<file path="src/rtl/mem_arbiter.sv">
// Two-master round-robin arbiter in front of a single-port synchronous RAM.
// Grants one access per cycle and returns read data on a fixed 2-cycle pipeline.
module mem_arbiter #(
  parameter int AW = 8,
  parameter int DW = 8
) (
  input  logic          CLK,
  input  logic          RST_X,
  input  logic          REQ0_VALID,
  input  logic          REQ0_WE,
  input  logic [AW-1:0] REQ0_ADDR,
  input  logic [DW-1:0] REQ0_WDATA,
  output logic          REQ0_READY,
  output logic          RSP0_VALID,
  output logic [DW-1:0] RSP0_RDATA,
  input  logic          REQ1_VALID,
  input  logic          REQ1_WE,
  input  logic [AW-1:0] REQ1_ADDR,
  input  logic [DW-1:0] REQ1_WDATA,
  output logic          REQ1_READY,
  output logic          RSP1_VALID,
  output logic [DW-1:0] RSP1_RDATA,
  output logic [AW-1:0] MEM_ADDR,
  output logic          MEM_WE,
  output logic [DW-1:0] MEM_D,
  input  logic [DW-1:0] MEM_Q
);

  logic          gnt0;
  logic          gnt1;
  logic          last_q,       last_d;
  logic          rd_valid_q,   rd_valid_d;
  logic          rd_port_q,    rd_port_d;
  logic          rsp0_valid_q, rsp0_valid_d;
  logic          rsp1_valid_q, rsp1_valid_d;
  logic [DW-1:0] rsp0_rdata_q, rsp0_rdata_d;
  logic [DW-1:0] rsp1_rdata_q, rsp1_rdata_d;

  // last_q names the most recent winner; on contention the other port goes.
  always_comb begin
    gnt0 = REQ0_VALID & (~REQ1_VALID | last_q);
    gnt1 = REQ1_VALID & (~REQ0_VALID | ~last_q);
  end

  assign REQ0_READY = gnt0;
  assign REQ1_READY = gnt1;

  always_comb begin
    MEM_ADDR = '0;
    MEM_D    = '0;
    MEM_WE   = 1'b0;
    if (gnt0) begin
      MEM_ADDR = REQ0_ADDR;
      MEM_D    = REQ0_WDATA;
      MEM_WE   = REQ0_WE;
    end else if (gnt1) begin
      MEM_ADDR = REQ1_ADDR;
      MEM_D    = REQ1_WDATA;
      MEM_WE   = REQ1_WE;
    end
  end

  always_comb begin
    last_d = last_q;
    if (gnt0) begin
      last_d = 1'b0;
    end else if (gnt1) begin
      last_d = 1'b1;
    end

    rd_valid_d = (gnt0 & ~REQ0_WE) | (gnt1 & ~REQ1_WE);
    rd_port_d  = gnt1;

    // MEM_Q is only meaningful the cycle after a read was presented.
    rsp0_valid_d = rd_valid_q & ~rd_port_q;
    rsp1_valid_d = rd_valid_q &  rd_port_q;
    rsp0_rdata_d = rsp0_valid_d ? MEM_Q : rsp0_rdata_q;
    rsp1_rdata_d = rsp1_valid_d ? MEM_Q : rsp1_rdata_q;
  end

  always_ff @(posedge CLK or negedge RST_X) begin
    if (!RST_X) begin
      last_q       <= 1'b1;
      rd_valid_q   <= 1'b0;
      rd_port_q    <= 1'b0;
      rsp0_valid_q <= 1'b0;
      rsp1_valid_q <= 1'b0;
      rsp0_rdata_q <= '0;
      rsp1_rdata_q <= '0;
    end else begin
      last_q       <= last_d;
      rd_valid_q   <= rd_valid_d;
      rd_port_q    <= rd_port_d;
      rsp0_valid_q <= rsp0_valid_d;
      rsp1_valid_q <= rsp1_valid_d;
      rsp0_rdata_q <= rsp0_rdata_d;
      rsp1_rdata_q <= rsp1_rdata_d;
    end
  end

  assign RSP0_VALID = rsp0_valid_q;
  assign RSP1_VALID = rsp1_valid_q;
  assign RSP0_RDATA = rsp0_rdata_q;
  assign RSP1_RDATA = rsp1_rdata_q;

endmodule

</file>
<file path="config.mk">
export PLATFORM = sky130hd
export DESIGN_NAME = mem_arbiter
export DESIGN_NICKNAME = d
export VERILOG_FILES = /design/src/rtl/mem_arbiter.sv
export SDC_FILE = /design/constraint.sdc
export NUM_CORES = 1
export LEC_CHECK = 0
export CORE_MARGIN = 2
export CORE_UTILIZATION = 30
export CTS_BUF_LIST = sky130_fd_sc_hd__clkbuf_4
export DETAILED_ROUTE_END_ITERATION = 16
export PLACE_DENSITY_LB_ADDON = 0.12
export SLEW_MARGIN = 15
export SYNTH_ARGS = -nofsm -noshare
export SYNTH_HDL_FRONTEND = slang
export SYNTH_SLANG_ARGS = --single-unit
</file>
<file path="constraint.sdc">
create_clock -name CLK -period 1.4 [get_ports CLK]
set_input_delay 0.28 -clock CLK [delete_from_list [all_inputs] [get_ports CLK]]
set_output_delay 0.28 -clock CLK [all_outputs]
set_load 0.02 [all_outputs]
</file>
# Yosys cells after proc, flatten, opt, wreduce, memory -nomap -nowiden
# Cells that the tools add are included.
[totals]
word_cells = 31
output_inout_bits = 37
regBits = 21
input_bits = 46
[classes]
n_reduce_logical = 1
n_bitwise = 15
n_mux = 8
[ops]
columns = ["operator", "n"]
rows = [
  ["2-to-1 mux 8 bit", 4],
  ["bitwise AND 1 bit", 6],
  ["inverter 1 bit", 6],
  ["2-to-1 mux 1 bit", 4],
  ["OR 1 bit", 3],
  ["nonzero test 2 bit", 1],
]

# Depth between registers and ports, before layout
# Gate-level depths: netlist (run 1).
[depth]
word_depth = 5
mapped_depth = 4

# Worst setup path after synthesis (run 1)
# No wires, ideal clock.
[synth_path]
kind = "register to output"
startpoint = "reg last_q"
endpoint = "out MEM_ADDR[0]"
arrival_time_ps = 1181
t_required_ps = 1120
path_stages_with_launch = 5
n_path_buf = 2
path_slack_ps = -61
path_cell_list = "dfstp_2 -> nand2b_1 -> buf_6 -> buf_8 -> a32o_1"
[synth_via]
elab_chain_len = 5
word_cells_on_any_way = 7
cone_classes = "mux (2); bitwise (5)"
[synth_lines]
columns = ["item", "line_no", "source"]
rows = [
  ["from (decl)", "31", "logic last_q, last_d;"],
  ["from (signal assigned)", "91", "last_q <= last_d;"],
  ["inverter 1 bit", "42", "gnt1 = REQ1_VALID & (~REQ0_VALID | ~last_q);"],
  ["OR 1 bit", "42", ""],
  ["bitwise AND 1 bit", "42", ""],
  ["2-to-1 mux 8 bit", "56", "end else if (gnt1) begin"],
  ["2-to-1 mux 8 bit (*)", "52", "if (gnt0) begin"],
  ["to (decl)", "23", "output logic [AW-1:0] MEM_ADDR,"],
]
# Mark *: on every way between the ends. The rest lies on a longest branch, timed or not.

# Worst setup path in the final report (run 1)
[layout_path]
startpoint = "reg last_q"
endpoint = "out MEM_D[3]"
[layout_via]
elab_chain_len = 5
word_cells_on_any_way = 7
cone_classes = "mux (2); bitwise (5)"
[layout_lines]
columns = ["item", "line_no", "source"]
rows = [
  ["inverter 1 bit", "42", ""],
  ["OR 1 bit", "42", ""],
  ["bitwise AND 1 bit", "42", ""],
  ["2-to-1 mux 8 bit", "56", ""],
  ["2-to-1 mux 8 bit (*)", "52", ""],
  ["to (decl)", "25", "output logic [DW-1:0] MEM_D,"],
]
# Marked as above.

==> results of run 1 <==
-- stage by stage --
| step | setup WS, ns | hold WS [ns] |
|---|---|---|
| final | -0.360 | 0.156 |
| after global routing | -0.435 | 0.134 |
| after CTS | -0.355 | 0.144 |
| after detailed placement | -0.824 | 0.483 |
| after global placement | -0.757 | 0.486 |
| after floorplan | -0.0137 | -0.0156 |
-- flip-flops by register name, summed over array words and instances, names as in the netlist --
| name | flops |
|---|---|
| RSP0_RDATA | 8 |
| RSP0_VALID | 1 |
| RSP1_RDATA | 8 |
| RSP1_VALID | 1 |
| last_q | 1 |
| rd_port_q | 1 |
| rd_valid_q | 1 |
-- metal layers --
metal  vias to the layer above  track usage, %
met3                         0            5.80
met4                         0            3.65
met5                         -               0
met1                       474            20.9
met2                        42            31.0
li1                        464               -
-- area by class of cell --
cell class                 count  area, sq um
clock inverter                 1         5.00
inverter                       4         15.0
tap                           44         55.1
fill                         286         1110
timing repair buffer          94          932
multi-input combinational     41          437
sequential                    21          527
clock buffer                   3         22.5
-- worst reg2reg max path, delay by kind of cell (launching register included) --
kind                   cells  cell delay, ns
AO/OA/AOI/OAI              2            0.27
flip-flops                 1            0.58
buffers and inverters      2            0.27
-- power breakdown --
part | internal, mW | switching [mW] | total (mW)
clock network | 0.106 | 0.175 | 0.281
registers | 0.749 | 0.0662 | 0.815
logic | 0.541 | 0.474 | 1.02
-- path summary, 6_finish.rpt --
kind | to | slack (ns) | cells after the start
setup / recovery | MEM_D[3] | -0.36 | 4
hold / removal | RSP0_RDATA[6]$_DFFE_PN0P_ | 0.16 | 1
setup reg to reg | rd_valid_q$_DFF_PN0_ | 0.17 | 4
hold reg to reg | RSP0_RDATA[0]$_DFFE_PN0P_ | 0.51 | 1
max in group asynchronous | RSP0_RDATA[1]$_DFFE_PN0P_ | 0.82 | 2
min in group CLK | last_q$_DFFE_PN1P_ | 0.42 | 3
-- layout by cell type, fill, tap and decap left out --
cell type / instances
clkbuf_4: 3
buf_4: 6
buf_6: 25
dfstp_2: 1
a32o_2: 14
nand2_1: 1
a21oi_1: 1
nor2_1: 1
a32o_1: 4
dfrtp_1: 20
inv_1: 4
nand2b_4: 1
clkdlybuf4s50_1: 43
dlygate4sd2_1: 20
and2_2: 1
a21boi_4: 1
clkinv_2: 1
nand2b_1: 1
mux2_2: 16
-- timing repair --
item,4_1_cts,5_1_grt
cloned,2,0
resized for setup,142,6
setup endpoints to repair,37,19
buffers inserted,0,0
pin swaps,8,4
-- kinds of logic (layout without fill, tap and decap cells) --
logic type | count (synthesis) | count (layout) | synth area share (%)
flip-flops | 21 | 21 | 52.7
AO/OA/AOI/OAI | 20 | 20 | 20.4
multiplexers | 16 | 16 | 18.0
buffers and inverters | 10 | 102 | 6.13
AND/OR/NAND/NOR | 5 | 5 | 2.75
==> qor.yml, run 1 <==
wl_per_cell_um: 14.9
io_buffers: 82
slew_headroom_pct: 71.9
routed_wirelength_mm: 3.10
via_per_inst: 4.71
r2r_start: "last_q$_DFFE_PN1P_"
cts_buffer_depth: 2
grt.overflow.total: 0
cts.clk_slew.worst_paths_ns: 0.11
power_mw: 2.11
ys_top_cells_by_area: "dfrtp_1, a32o_1, mux2_2, dfstp_2, a21boi_4"
violations: "setup timing"
grt_pass1_vias: 1099
synth-warning-count: 0
synth_top_area_share_pct: 50.1
die_height_um: 61.7
fin_skew_ns: 0.00729
cp_common_cell: "buf_6"
routed-wl-met2_mm: 1.66
worstPathRequired_ns: 1.12
num-nets-final: 211
max_stage_delay_ns: 0.58
ys_top_cells_by_count: "dfrtp_1, a32o_1, mux2_2"
cp_slowest_cell: "dfstp_2"
start_kind: "register"
max_freq_mhz: 568
synth-seq-cells: 21
setup_slack_ns: -0.360
gp_congestion: 0.696
vdd_drop_max_mv: 0.652
fin_crit_sh_pct: 126
syn-cell-area_sq_um: 1000
grt_max_degree: 15
worstPathBufferInverterCount: 2
postSynthCellCount: 72
worstMarginPinSlew_ns: 0.422
criticalPathCategory: "register to output port"
outcome: "finished, violations left"
cts_tree: "done"
syn_to_final_growth_pct: 99.4
clock-sinks: 21
seq_area_frac_synth_pct: 52.7
start_util_pct: 32.2
drive_above_1_share_pct: 42.1
setup_viol: 19
clk-insertion-delay-late_ns: 0.30
drv_cap: 0
finalHoldViolations: 0
cp_top_family: "flip-flops"
finalNonFillerCells: 208
grt_pass1_wl_mm: 4.91
synth_edf_count: 0
yosys.cell_count.top_type: "dfrtp_1"
gr-usage-all-layers_pct: 17.6
crit_fanout: 8
min_period_ns: 1.76
wl_met1_mm: 1.20
yosysTopAreaCell: "dfrtp_1"
p_leak_nw: 0.949
cts_hold_buf: 0
min_path_type: "input port to async pin"
dp.cells: 202
chipWidth_um: 61.7
grt_setup_unrepaired: "true"
final_area_sq_mm: 0.00199
top_layer: "met3"
core_area_sq_mm: 0.00310
die-area_sq_mm: 0.00381
htreeDepth: 1
antenna_found_initial: 0
insertedDiodeCount: 0
crit_arrival_ns: 1.48
path_cells: "nand2b_4 -> buf_6 -> a32o_2 -> buf_6"
ant_nets: 0
syn-num-nets: 118
drcViolationCount: 0
cts_root_buffer: "clkbuf_4"
slew_viol_final: 0
rows: 20
p_per_area_mw_per_mm2: 1060
fin_util_pct: 64.2
worstSetupEndpointType: "output port"
avgSynthCellArea_sq_um: 13.9
numCtsBuffers: 3
io_pins: 83
synthFlopType: "dfrtp_1"
yosysUniqueCellTypes: 16
post-dp-hpwl_mm: 2.37
num_vias: 980
met3_length_um: 240
fin_tns_setup_ns: -6.13
postPlaceCellArea_sq_mm: 0.00192
async_flop_share_pct: 100
drtIter0Drc: 26
first_pass_iters: 4
startpoint: "last_q$_DFFE_PN1P_"
(Power assumes the default switching activity.)
==> run 2: changes to the inputs <==
Settings changed: ABC_AREA set to 1, CORE_UTILIZATION 30 to 32, RECOVER_POWER set to 25, SLEW_MARGIN 15 to 20.
==> run 2 against run 1 <==
Net effect: the run still ends with setup timing left; critical path type unchanged; clock skew fell by 0.0013 ns; critical endpoint is now MEM_ADDR[5]; area after synthesis increased by 16%; combinational power down 9%; flip-flop and latch count did not move.
==> qor.yml, run 2 <==
synthFlopType: "dfrtp_1"
grt_setup_unrepaired: "true"
ys_top_cells_by_count: "nand2_1, nand3_1, dfrtp_1"
layout_common_cells: "clkdlybuf4s50_1, nand2_1, nand3_1"
cts_root_buffer: "clkbuf_4"
crit_arrival_ns: 1.37
wl_per_cell_um: 13.0
grt_pass1_wl_mm: 5.95
async_flop_share_pct: 100
r2r-end: "rd_valid_q$_DFF_PN0_"
io_pins: 83
slew_viol_final: 0
yosys.cell_count.top_type: "nand2_1"
synth_edf_count: 0
drv_cap: 0
r2r_start: "last_q$_DFFE_PN1P_"
p_int_mw: 1.28
start_kind: "register"
post-dp-hpwl_mm: 2.71
seq_area_frac_synth_pct: 45.4
final.fill_count: 338
swShare_pct: 36.8
grt.overflow.total: 0
cts.clk_slew.worst_paths_ns: 0.11
slew_headroom_pct: 66.5
gr-usage-all-layers_pct: 18.2
vdd_drop_max_mv: 0.448
postSynthCellCount: 139
syn-num-nets: 185
cts_buffer_depth: 2
fin_util_pct: 60.0
pre_cts_slack_ns: -0.748
drive_above_1_share_pct: 28.3
yosysTopAreaCell: "dfrtp_1"
num-nets-final: 273
grt_util_met2_pct: 34.2
ant_nets: 0
grt_pass1_vias: 1326
synth_top_area_share_pct: 43.1
grt_max_degree: 22
reg2reg_slack_ns: 0.37
switchingPower_uw: 744
synth-warning-count: 0
crit_fanout: 10
start_util_pct: 34.0
min_path_type: "input port to async pin"
via_per_inst: 4.64
clock-sinks: 21
syn-cell-area_sq_mm: 0.00116
numCtsBuffers: 3
finalHoldViolations: 0
multi_input_area_sq_um: 566
yosysUniqueCellTypes: 13
ys_top_cells_by_area: "dfrtp_1, nand3_1, o21ai_2, nand2_1, inv_1"
violations: "setup timing"
io_buffers: 82
rows: 21
busiest_layer: "met2"
die-area_sq_mm: 0.00412
criticalPathCategory: "register to output port"
worstMarginPinSlew_ns: 0.502
syn_to_final_growth_pct: 76.8
layout_commonest_cell: "clkdlybuf4s50_1"
globalRouteMet3Util_pct: 4.93
fin_crit_sh_pct: 118
regArea_sq_um: 527
avgSynthCellArea_sq_um: 8.34
outcome: "finished, violations left"
chipWidth_um: 64.2
max_freq_mhz: 605
clk-insertion-delay-late_ns: 0.29
fin_tns_setup_ns: -4.32
worstPathRequired_ns: 1.12
drtIter0Drc: 46
gp_congestion: 0.732
cts_tree: "done"
p_per_area_mw_per_mm2: 985
p_comb_share_pct: 46.1
drcViolationCount: 0
seqPwrFrac_pct: 39.4
routed_wirelength_mm: 3.54
die_height_um: 64.2
setup_slack_ns: -0.254
gr-usage-met1_pct: 19.8
synth-seq-cells: 21
hold_ws_ns: 0.466
min_period_ns: 1.65
worstSetupEndpointType: "output port"
first_pass_iters: 4
pwr-share-clk_pct: 14.4
htreeDepth: 1
insertedDiodeCount: 0
setup_viol: 19
num_vias: 1262
worstRegToRegCells: 4
fin_skew_ns: 0.00599
antenna_found_initial: 0
core_area_sq_mm: 0.00342
p_leak_nw: 1.08
-- run 2: changes by cell type in the layout (fill, tap and decap cells not counted), sizes merged, moves of 3 or more --
cell / change
buf: -6
nand2: +43
a32o: -18
o21ai: +17
inv: +11
clkbuf: +3
nand3: +35
mux2: -16
-- run 2: logic make-up (layout without fill, tap and decap cells) --
| kind of cell | Yosys count | count (layout) | share of synthesized area, % |
|---|---|---|---|
| flip-flops | 21 | 21 | 45.4 |
| buffers and inverters | 24 | 108 | 11.1 |
| AO/OA/AOI/OAI | 17 | 17 | 12.5 |
| AND/OR/NAND/NOR | 77 | 80 | 31.0 |
-- run 2: critical path, stage by stage (launching register included) --
cell and delay, ns:
dfstp_2 0.58, nand2_2 0.08, buf_6 0.15, nand3_1 0.06
nand2_1 0.08, buf_6 0.14
-- run 2: timing repair --
item,CTS,global route
resized for setup,121,9
setup endpoints to repair,37,19
pin swaps,2,0
gates cloned,3,0
setup buffers,0,0
hold buffers,0,0
-- run 2: worst max path at each step --
stage | cells after the start | slack (ns) | from | endpoint
after floorplan | 5 | 0.09 | last_q$_DFFE_PN1P_ | MEM_ADDR[0]
after global placement | 5 | -0.69 | REQ1_VALID | MEM_ADDR[1]
after detailed placement | 5 | -0.75 | REQ1_VALID | MEM_ADDR[5]
after CTS | 5 | -0.25 | last_q$_DFFE_PN1P_ | MEM_ADDR[6]
after global routing | 5 | -0.32 | last_q$_DFFE_PN1P_ | MEM_D[1]
final | 5 | -0.25 | last_q$_DFFE_PN1P_ | MEM_ADDR[5]
-- run 2: power by group through the flow --
| stage | clock [mW] | combinational, mW | sequential [mW] |
|---|---|---|---|
| after global placement | 0 | 0.992 | 0.807 |
| after detailed placement | 0 | 1.01 | 0.812 |
| after CTS | 0.306 | 0.931 | 0.798 |
| after global routing | 0.337 | 1.01 | 0.815 |
| after floorplan | 0 | 0.352 | 0.950 |
| final | 0.291 | 0.932 | 0.796 |
-- run 2: metal layers --
| layer | wire (um) | share of wire (%) |
|---|---|---|
| met5 | 0 | 0 |
| met4 | 81 | 2.3 |
| met3 | 199 | 5.6 |
| met2 | 1940 | 55 |
| met1 | 1320 | 37 |
-- run 2: final cells by class --
class                           count  share of cell area (%)
Clock buffer                        4                    1.46
Inverter                           15                    2.87
Multi-Input combinational cell     97                    27.6
Sequential cell                    21                    25.7
Tap cell                           46                    2.81
Timing Repair Buffer               89                    39.6
-- run 2: metrics by stage --
stage          std cells  total power [mW]  cell area [sq um]
2_1_floorplan        139              1.30               1160
3_3_place_gp         265              1.80               2020
3_5_place_dp         265              1.82               2020
4_1_cts              272              2.04               2030
5_1_grt              272              2.16               2050
6_report             272              2.02               2050
==> run 3: changes to the inputs <==
Settings changed: HOLD_SLACK_MARGIN set to 0.05.
==> results of run 3 <==
No change in the layout: final DEF, timing and power equal those of run 2.
==> edit, RTL diff (settings of run 3) <==
`AW`: 8 -> 7.
--- a/src/rtl/mem_arbiter.sv
+++ b/src/rtl/mem_arbiter.sv
@@ -2,5 +2,5 @@
 // Grants one access per cycle and returns read data on a fixed 2-cycle pipeline.
 module mem_arbiter #(
-  parameter int AW = 8,
+  parameter int AW = 7,
   parameter int DW = 8
 ) (
Interface: changed (resized MEM_ADDR, REQ0_ADDR and REQ1_ADDR); port bits go from 83 to 80. No check against the original RTL was run, so the function may have changed too.
==> edit against run 3 <==
- the flow still finishes with violations (setup timing)
- clock skew increased by 0.0041 ns
- largest cell class unchanged
- sequential share of layout area is 0.89 points higher
- critical endpoint is now MEM_ADDR[4]
- utilization decreased by 0.17 points
- highest routed layer unchanged
- worst setup slack better by 0.0016 ns
- fmax barely moved
- wire length shrank 9.1%
- cell area decreased by 3.4%
- sequential cell count is the same
- total power fell by 3.9%
- register-to-register slack got worse by 0.09 ns
- synthesized cell count is 2.9% lower
- critical path type unchanged
- synthesized area fell by 5.6%
==> edit: results (changes against run 3) <==
grtUsageTotal: 0.172  # -0.00919
grt_pass1_wl_mm: 5.41  # -9.2%
setup_ws_ns: -0.252  # +0.00156 ns
comb-power_mw: 0.875  # -6.1%
synthTopCellsByArea: "dfrtp_1, nand3_1, nand2_1"
ff2ff_setup_slack_ns: 0.28  # -0.09 ns
grt_pass1_vias: 1153  # -13%
grtUsageMet3: 0.0450  # -0.00425
grtUsageMet1: 0.218  # +0.0194
drt_iter0_drc: 55  # +20%
path_max_fanout: 8  # -2
post-place-ws_ns: -0.745  # +0.00235 ns
gp_congestion: 0.715  # -2.4%
ys_types: 16  # +3
drive_above_1_share: 0.178  # -0.105
internal-power_mw: 1.24  # -2.8%
met2_usage: 0.302  # -0.0400
cts_resized: 133  # +9.9%
leakage_nw: 1.04  # -4.1%
setup_viol: 18  # -1
vias: 1219  # -3.4%
place_area_mm2: 0.00192  # -4.6%
placed_cells: 259  # -2.3%
syn_inst: 135  # -2.9%
status: "finished, violations left"
slew_headroom: 0.671  # +0.00581
io_buffer_count: 79  # -3.7%
met2_wirelength_mm: 1.70  # -12%
dp_hpwl_mm: 2.46  # -9.0%
setup_tns_ns: -4.15  # +0.174 ns
dr_wl_met3_um: 234  # +18%
skew_ns: 0.0101  # +0.00409 ns
syn_nets: 179  # -3.2%
violations: "setup timing"
wl_mm: 3.22  # -9.1%
instances_no_fill: 265  # -2.6%
synth.top_cells.by_count: "nand2_1, nand3_1, dfrtp_1"
switchingPower_mw: 0.702  # -5.6%
powerSeq_mw: 0.794  # about the same
whs_ns: 0.462  # -0.00395 ns
-- edit: critical path, stage by stage (launching register included) --
cell     delay (ns)
dfstp_2        0.62
inv_4          0.08
nand2_4        0.11
nand3_1        0.08
nand2_1        0.08
buf_6          0.12
-- edit: path summary, 6_finish.rpt --
check / startpoint / to / cells after the start
max in group asynchronous: RST_X / last_q / 2
worst min register to register: RSP1_RDATA[5] / RSP1_RDATA[5] / 2
worst max-delay path: last_q / MEM_ADDR[4] / 5
min in group CLK: RSP1_RDATA[5] / RSP1_RDATA[5] / 2
worst min-delay path: RST_X / RSP1_RDATA[5] / 2
worst max register to register: last_q / rd_port_q / 4
-- edit: cell families after synthesis --
family / Yosys count / synth area share
buf+inv: 23 / 0.128
compound gates: 17 / 0.0777
flops: 21 / 0.481
simple gates: 74 / 0.313
-- edit: cell type report --
type                    count  area (um^2)
multi-input cells          93          467
clock inverters             1         5.00
well taps                  46         57.6
fillers                   323         1330
clock buffers               3         22.5
flip-flops and latches     21          527
repair buffers             86          845
inverters                  15         58.8
